===== config.mk =====
export PLATFORM = sky130hd
export DESIGN_NAME = screen_pixel_writer
export DESIGN_NICKNAME = d
export VERILOG_FILES = /design/src/rtl/screen_pixel_writer.sv
export SDC_FILE = /design/constraint.sdc
export NUM_CORES = 1
export LEC_CHECK = 0
export CAP_MARGIN = 20
export CORE_MARGIN = 4
export CORE_UTILIZATION = 40
export CTS_CLUSTER_DIAMETER = 200
export DETAILED_ROUTE_END_ITERATION = 16
export MAX_ROUTING_LAYER = met4
export PLACE_DENSITY = 0.69
export SETUP_SLACK_MARGIN = 0.3
export SLEW_MARGIN = 20
export SYNTH_ARGS = -nofsm -noshare
export SYNTH_HDL_FRONTEND = slang
export SYNTH_SLANG_ARGS = --single-unit

===== constraint.sdc =====
create_clock -name clk -period 1.6 [get_ports clk]
set_input_delay 0.16 -clock clk [delete_from_list [all_inputs] [get_ports clk]]
set_output_delay 0.16 -clock clk [all_outputs]
set_load 0.1 [all_outputs]

===== src/rtl/screen_pixel_writer.sv =====
// Read-modify-write pixel client for the 320x240 1-bpp screen RAM write port.
// Optional whole-screen fill engine: define SCREEN_PIXEL_WRITER_FILL_EN.
module screen_pixel_writer #(
    parameter int H_PIXELS  = 320,
    parameter int V_PIXELS  = 240,
    parameter int WORD_BITS = 16
) (
    input  logic        clk,
    input  logic        reset,
    input  logic        req_valid,
    output logic        req_ready,
    input  logic [8:0]  req_x,
    input  logic [7:0]  req_y,
    input  logic [1:0]  req_op,
    output logic [15:0] mem_addr,
    output logic        mem_re,
    input  logic [15:0] mem_rdata,
    output logic        mem_we,
    output logic [15:0] mem_wdata,
    output logic        err,
    output logic        busy
`ifdef SCREEN_PIXEL_WRITER_FILL_EN
    ,
    input  logic        fill_start,
    input  logic        fill_value,
    output logic        fill_done
`endif
);

    localparam int WORDS_PER_ROW = H_PIXELS / WORD_BITS;
    localparam int MAX_ADDRESS   = (H_PIXELS * V_PIXELS / WORD_BITS) - 1;
    localparam int BSEL_W        = $clog2(WORD_BITS);

    localparam logic [8:0]  X_LIM = 9'(H_PIXELS);
    localparam logic [7:0]  Y_LIM = 8'(V_PIXELS);
    localparam logic [15:0] ROW16 = 16'(WORDS_PER_ROW);
    localparam logic [15:0] MAXA  = 16'(MAX_ADDRESS);

    typedef enum logic [2:0] {
        S_IDLE,
        S_RD,
        S_MOD,
        S_WR
`ifdef SCREEN_PIXEL_WRITER_FILL_EN
        ,
        S_FILL
`endif
    } state_t;

    state_t              state_q;
    logic [15:0]         word_addr_q;
    logic [BSEL_W-1:0]   bit_q;
    logic [1:0]          op_q;
    logic [15:0]         mem_addr_q;
    logic                mem_re_q;
    logic                mem_we_q;
    logic [15:0]         mem_wdata_q;
    logic                err_q;

    logic [15:0]         word_addr_d;
    logic                in_range_d;
    logic [15:0]         mod_word_d;

    always_comb begin
        word_addr_d = 16'(req_y) * ROW16 + 16'(req_x >> BSEL_W);
        in_range_d  = (req_x < X_LIM) && (req_y < Y_LIM);
    end

    // Only the addressed bit changes; bit 0 is the leftmost pixel.
    always_comb begin
        mod_word_d = mem_rdata;
        unique case (op_q)
            2'b00:   mod_word_d[bit_q] = 1'b0;
            2'b01:   mod_word_d[bit_q] = 1'b1;
            2'b10:   mod_word_d[bit_q] = ~mem_rdata[bit_q];
            default: mod_word_d = mem_rdata;
        endcase
    end

`ifdef SCREEN_PIXEL_WRITER_FILL_EN
    logic fill_done_q;
`endif

    always_ff @(posedge clk or posedge reset) begin
        if (reset) begin
            state_q     <= S_IDLE;
            word_addr_q <= '0;
            bit_q       <= '0;
            op_q        <= '0;
            mem_addr_q  <= '0;
            mem_re_q    <= 1'b0;
            mem_we_q    <= 1'b0;
            mem_wdata_q <= '0;
            err_q       <= 1'b0;
`ifdef SCREEN_PIXEL_WRITER_FILL_EN
            fill_done_q <= 1'b0;
`endif
        end else begin
            mem_re_q <= 1'b0;
            mem_we_q <= 1'b0;
            err_q    <= 1'b0;
`ifdef SCREEN_PIXEL_WRITER_FILL_EN
            fill_done_q <= 1'b0;
`endif
            unique case (state_q)
                S_IDLE: begin
`ifdef SCREEN_PIXEL_WRITER_FILL_EN
                    if (fill_start) begin
                        state_q     <= S_FILL;
                        mem_addr_q  <= '0;
                        mem_we_q    <= 1'b1;
                        mem_wdata_q <= {WORD_BITS{fill_value}};
                    end else
`endif
                    if (req_valid) begin
                        if (in_range_d) begin
                            state_q     <= S_RD;
                            word_addr_q <= word_addr_d;
                            bit_q       <= req_x[BSEL_W-1:0];
                            op_q        <= req_op;
                            mem_addr_q  <= word_addr_d;
                            mem_re_q    <= 1'b1;
                        end else begin
                            err_q <= 1'b1;
                        end
                    end
                end
                S_RD: begin
                    state_q <= S_MOD;
                end
                S_MOD: begin
                    state_q     <= S_WR;
                    mem_addr_q  <= word_addr_q;
                    mem_wdata_q <= mod_word_d;
                    mem_we_q    <= 1'b1;
                end
                S_WR: begin
                    state_q <= S_IDLE;
                end
`ifdef SCREEN_PIXEL_WRITER_FILL_EN
                S_FILL: begin
                    if (mem_addr_q == MAXA) begin
                        state_q     <= S_IDLE;
                        fill_done_q <= 1'b1;
                    end else begin
                        mem_addr_q <= mem_addr_q + 16'd1;
                        mem_we_q   <= 1'b1;
                    end
                end
`endif
                default: begin
                    state_q <= S_IDLE;
                end
            endcase
        end
    end

    assign req_ready = (state_q == S_IDLE);
    assign busy      = (state_q != S_IDLE);
    assign mem_addr  = mem_addr_q;
    assign mem_re    = mem_re_q;
    assign mem_we    = mem_we_q;
    assign mem_wdata = mem_wdata_q;
    assign err       = err_q;
`ifdef SCREEN_PIXEL_WRITER_FILL_EN
    assign fill_done = fill_done_q;
`endif

endmodule


# After elaboration in Yosys (flattened, before gate mapping)
# Index checks and enable logic that the tools add are counted.
# W data, S select, Z words.
totals:
  ff_bits: 60
  elab_cells: 53
op_classes:
  add_sub_neg: 1
  mul: 1
  n_lt_le_gt_ge: 4
  n_eq_ne: 6
  mux: 19
  bitwise: 4
  n_reduce_logical: 9
ops:
  columns: ["op", "count"]
  rows:
  - ["$pmux W16 S3", 1]
  - ["$mux W16", 2]
  - ["$pmux W16 S2", 1]
  - ["$and A16 B16 Y16", 1]
  - ["$bwmux W16", 1]
  - ["$not A16 Y16", 1]
  - ["$or A16 B16 Y16", 1]
  - ["$add A13 B5 Y14", 1]
  - ["$mul A8 B3 Y11 const B", 1]
  - ["$lt A9 B9 Y1 const B", 1]
  - ["$mux W1", 9]
  - ["$pmux W3 S3", 1]
  - ["$lt A8 B8 Y1 const B", 1]
  - ["$mux W3", 2]
  - ["$reduce_and A3 Y1", 2]
  - ["$lt A4 B5 Y1 const B", 1]
  - ["$bmux W1 S4", 1]
  - ["$demux W1 S4", 1]
  - ["$ge A4 B1 Y1 const B", 1]
  - ["$eq A3 B1 Y1 const B", 1]
  - ["$eq A3 B2 Y1 const B", 1]
  - ["$logic_not A3 Y1", 1]
  - ["$reduce_bool A3 Y1", 1]
  - ["$eq A2 B1 Y1 const B", 1]
  - ["8 further kinds", 9]

# Logic depth before layout (Yosys ltp)
# Gate-level depths: netlist (run 1).
logic_depth:
  ltp_word: 7
  mapped_depth: 9

# Worst setup path before layout (run 1)
# OpenSTA, ideal clock, no wires.
synth_timing:
  path_type: "register to register"
  startpoint: "register state_q[0]"
  endpoint: "register state_q[0]"
  arrival_ps: 2847
  slack_ps: -1407
  stages_incl_launch_ff: 7
  path_buffers: 1
  synth_period_minus_slack_ps: 3007
  path_cell_list: "dfrtp_1 -> inv_1 -> ha_1 -> inv_1 -> a21boi_1 -> buf_2 -> o21ai_0"
synth_between:
  elab_chain_cells: 3
  word_cells_on_any_way: 7
  cone_classes: "eq/ne (4); mux (1); reduce/logical (2)"
synth_rtl:
  columns: ["item", "line", "source"]
  rows:
  - ["from (decl)", "50", "state_t state_q;"]
  - ["from (signal assigned)", "86", "state_q <= S_IDLE;"]
  - ["from (signal assigned)", "117", "state_q <= S_RD;"]
  - ["from (signal assigned)", "129", "state_q <= S_MOD;"]
  - ["$logic_not A3 Y1 (*)", null, null]
  - ["named net req_ready", "11", "output logic req_ready,"]
  - ["$ne A2 B1 Y1 (no line) or $ne A2 B2 Y1 (tied branches)", null, null]
  - ["$reduce_and A2 Y1 (no line)", null, null]
# Mark *: on every way through the listed nets, which the timed path passes. The rest lies on a longest branch.
# A chain may end at the register's enable or synchronous reset.

# Worst setup path in the final report (run 1)
layout_timing:
  startpoint: "input req_y[3]"
  endpoint: "register mem_addr_q[11] (netlist: mem_addr[11])"
layout_between:
  elab_chain_cells: 5
  word_cells_on_any_way: 9
  cone_classes: "add/sub (1); mul (1); order compare (1); eq/ne (1); mux (3); reduce/logical (2)"
layout_rtl:
  columns: ["item", "line", "source"]
  rows:
  - ["from (decl)", "13", "input logic [7:0] req_y,"]
  - ["$mul A8 B3 Y11", "65", "word_addr_d = 16'(req_y) * ROW16 + 16'(req_x >> BSEL_W);"]
  - ["$add A13 B5 Y14", "65", null]
  - ["$mux W16", "116", "if (in_range_d) begin"]
  - ["$mux W16", "115", "if (req_valid) begin"]
  - ["$pmux W16 S2", "105", "unique case (state_q)"]
  - ["to (signal assigned)", "121", "mem_addr_q <= word_addr_d;"]
  - ["to (signal assigned)", "133", "mem_addr_q <= word_addr_q;"]
  - ["to (decl)", "54", "logic [15:0] mem_addr_q;"]
# Several ways; a longest one is shown, not always the timed one. The select of a mux whose other input is x is not followed.

==> summary.txt, run 1 <==
Logic synthesis
  • Number of synthesized flops with an enable pin: 0
  • Cells after Synth: 325
  • Synth top cells by count: dfrtp_1, nand2_1, a21oi_1
  • Post-synth top area share: 0.427
  • Post-synthesis instance area: between 3000 and 4000 µm²
  • Yosys warnings: 0
  • Most frequent cell after synthesis: dfrtp_1
  • Seq/Total Area, Yosys: 0.427
  • Async SR Flop Fraction: 1.00
  • Dominant synthesized flop cell: dfrtp_1
  • Netlist cell types: 58
  • Avg Inst Size Synth: 9.93 µm²
  • FF+latch count, synth: 55
  • Post-synth top area cell: dfrtp_1
  • Area contributors post-synth: dfrtp_1, ha_1, nand2_1

Global routing
  • Vias in the first global route: 3279
  • Initial antenna violation count: 0
  • First-pass GRT wire length: ~16000 µm
  • GRT Util Overall: 0.214
  • Largest net degree at the start of global routing: 56
  • Gr ovfl total: 0

Placement
  • Dpl hpwl: 6570 µm
  • Placer congestion estimate: around 0.89
  • Placed Cells: roughly 550
  • Cell Area, Placed: about 4900 µm²
  • Input/output buffers: 72
  • Pre-CTS WS: -1320 ps

STA
  • Fin crit share: 1.33
  • Setup TNS: -8490 ps
  • Tmin final: about 2100 ps
  • Min Hold Slack: 271 ps
  • Final setup skew: around 10 ps
  • Setup Viol. Count Final: 47
  • Fmax: 469 MHz
  • Hold Fails Final Rpt: 0
  • Max Slew Vio Count: 0
  • Worst Slack Setup Final: -534 ps
  • RSZ-0062 raised after global routing: true

Critical path
  • Worst R2R Setup Slack: -250 ps
  • Crit path max-delay family: adder cells
  • WP data arrival: 2330 ps
  • Required @ worst endpoint: ~1800 ps
  • Startpoint Class: input port
  • Worst-path fanout max: 2
  • Worst setup EP type: flop
  • Top cell by count, worst path: ha_4
  • Worst r2r dst: mem_wdata[14]$_DFFE_PP0P_
  • Worst r2r path cells: 6
  • Cell Chain, Critical Path: buf_8 -> ha_4 -> ha_4 -> fa_2 -> o211a_1 -> o21ai_2 -> nor4b_4 -> nand4b_1 -> xnor2_1 -> a221o_1
  • Kind of critical path: in2reg
  • CP Buf/Inv Count: 1
  • Slowest stage delay, CP: between 500 and 600 ps
  • Reg-to-reg startpoint: bit_q[0]$_DFFE_PP0P_
  • Slowest CP cell: fa_2

Clocking
  • Worst-Skew Late Latency: 310 ps
  • CTS Buf Count: 5
  • Hold-fix buffers, CTS: 0
  • Clk slew on worst S/H paths: around 100 ps
  • CTS root buffer: clkbuf_8
  • CTS tree: built
  • Max clock buf depth: 2
  • # clock sinks: 55
  • Htree depth: 2

Pwr
  • Tot Pwr: 13.3 mW
  • PD cells: approximately 2300 nW/µm²
  • Leakage: roughly 2.6 nW
  • Peak supply drop: around 0.0016 V

Final layout
  • Diodes inserted: 0
  • Share of cells above drive strength 1: 0.526
  • Fin util: 0.760
  • Non-Filler Instances: ~590
  • Nets: 540
  • Layout area overhead: 82.8%
  • Post-route design area: slightly below 6000 µm²

Die
  • Die X: between 90 and 100 µm
  • Core footprint: between 7000 and 8000 µm²
  • I/O pin count: 75
  • DIE AREA: about 9600 µm²
  • Row count: 32
  • Starting Density: 0.415
  • Die height: 97.8 µm

Run status
  • Outcome: complete, but fails checks
  • Failing checks: negative setup slack

Route
  • Avg WL per Cell: 18.3 µm
  • DR vias: roughly 3200
  • WL final: ~11000 µm
  • Drt first pass iters: 4
  • Routed vias/inst: about 5.4
  • Routed Antenna Nets: 0
  • Drc violations: 0
  • Initial DRC Count: between 100 and 150

Worst hold path
  • HP Class: in2async

Run
  • Max-Cap Viols: 0
==> area by class of cell <==
type                            instances  area (µm²)
Fill cell                             464        1870
Inverter                               10        57.6
Clock inverter                          1        30.0
Multi-Input combinational cell        243        2240
Timing Repair Buffer                  168        2000
Clock buffer                            6        72.6
Tap cell                              102         128
Sequential cell                        55        1380
==> cell families after synthesis <==
kind of cell	after synthesis	share of synthesized area
other cells	1	0.00116
fa+ha+maj	19	0.0783
simple gates	104	0.155
mux	16	0.0702
flops	55	0.427
compound gates	91	0.183
xor+xnor	11	0.0299
buf+inv	28	0.0566
==> registers in the layout, indices dropped and copies added, names as in the netlist <==
| name | flops |
|---|---|
| err | 1 |
| mem_wdata | 16 |
| op_q | 2 |
| mem_addr | 14 |
| mem_re | 1 |
| bit_q | 4 |
| mem_we | 1 |
| state_q | 2 |
| word_addr_q | 14 |
==> cell usage in the layout, fill, tap and decap left out, types with 3 or more instances in the layout <==
master	n
a21oi_1	31
xnor2_1	3
buf_12	40
o21ai_1	8
a21oi_2	4
dfrtp_1	54
nand2_4	11
nand3_1	3
ha_1	5
mux2i_1	5
buf_16	3
ha_4	11
inv_1	4
clkdlybuf4s50_1	28
and2b_2	3
nand4_1	3
nor2_1	19
a221oi_2	7
nand2_1	23
o21ai_0	8
nand2_2	19
inv_2	3
dlygate4sd2_1	4
buf_2	4
a211oi_2	4
buf_6	25
a21o_1	6
clkbuf_8	5
nor3_4	3
mux2_2	5
buf_4	62
o21ai_2	6
==> timing repair <==
action	CTS	global route
resized for setup	117	53
gates cloned	4	0
setup buffers	20	9
pin swaps	33	24
endpoints found under the setup margin	53	54
==> layer usage <==
metal | GRT usage | up-vias | wire [µm]
met1 | 0.239 | 1570 | 4080
li1 | - | 1470 | -
met5 | - | - | 0
met3 | 0.0329 | 27 | 583
met2 | 0.389 | 119 | 5700
met4 | 0.0735 | 0 | 329
==> where the power goes <==
part / leakage (nW) / internal, mW / switching [mW]
sequential: 0.667 / 2.03 / 0.755
clock: 0.0513 / 0.460 / 0.462
combinational: 1.91 / 4.05 / 5.53
==> worst reg2reg max path: cells and delay by family, from the launching register on <==
kind,cells,cell delay (ps)
compound gates,2,200
buf+inv,1,160
flops,1,470
mux,1,400
simple gates,2,510
==> how the worst max path moves through the flow <==
stage / start / endpoint / slack, ps / cells past startpoint
after global placement: req_y[1] / mem_addr[11]$_DFFE_PP0P_ / -1230 / 10
after detailed placement: req_y[1] / mem_addr[11]$_DFFE_PP0P_ / -1320 / 10
after CTS: req_y[3] / mem_addr[11]$_DFFE_PP0P_ / -560 / 10
final: req_y[3] / mem_addr[11]$_DFFE_PP0P_ / -530 / 10
after floorplan: req_y[1] / mem_addr[11]$_DFFE_PP0P_ / -730 / 9
after global routing: req_y[3] / mem_addr[11]$_DFFE_PP0P_ / -650 / 10
No activity file was read; power rests on OpenSTA's default activity.
==> inputs of run 2 (changes only) <==
SLEW_MARGIN = not set   (was 20)
==> results of run 2 <==
The final DEF is identical to that of run 1; final timing and power are the same.
==> inputs of run 3 (changes only) <==
CTS_CLUSTER_DIAMETER = 150   (was 200)
==> results of run 3 <==
The final DEF is identical to that of run 1; final timing and power are the same.
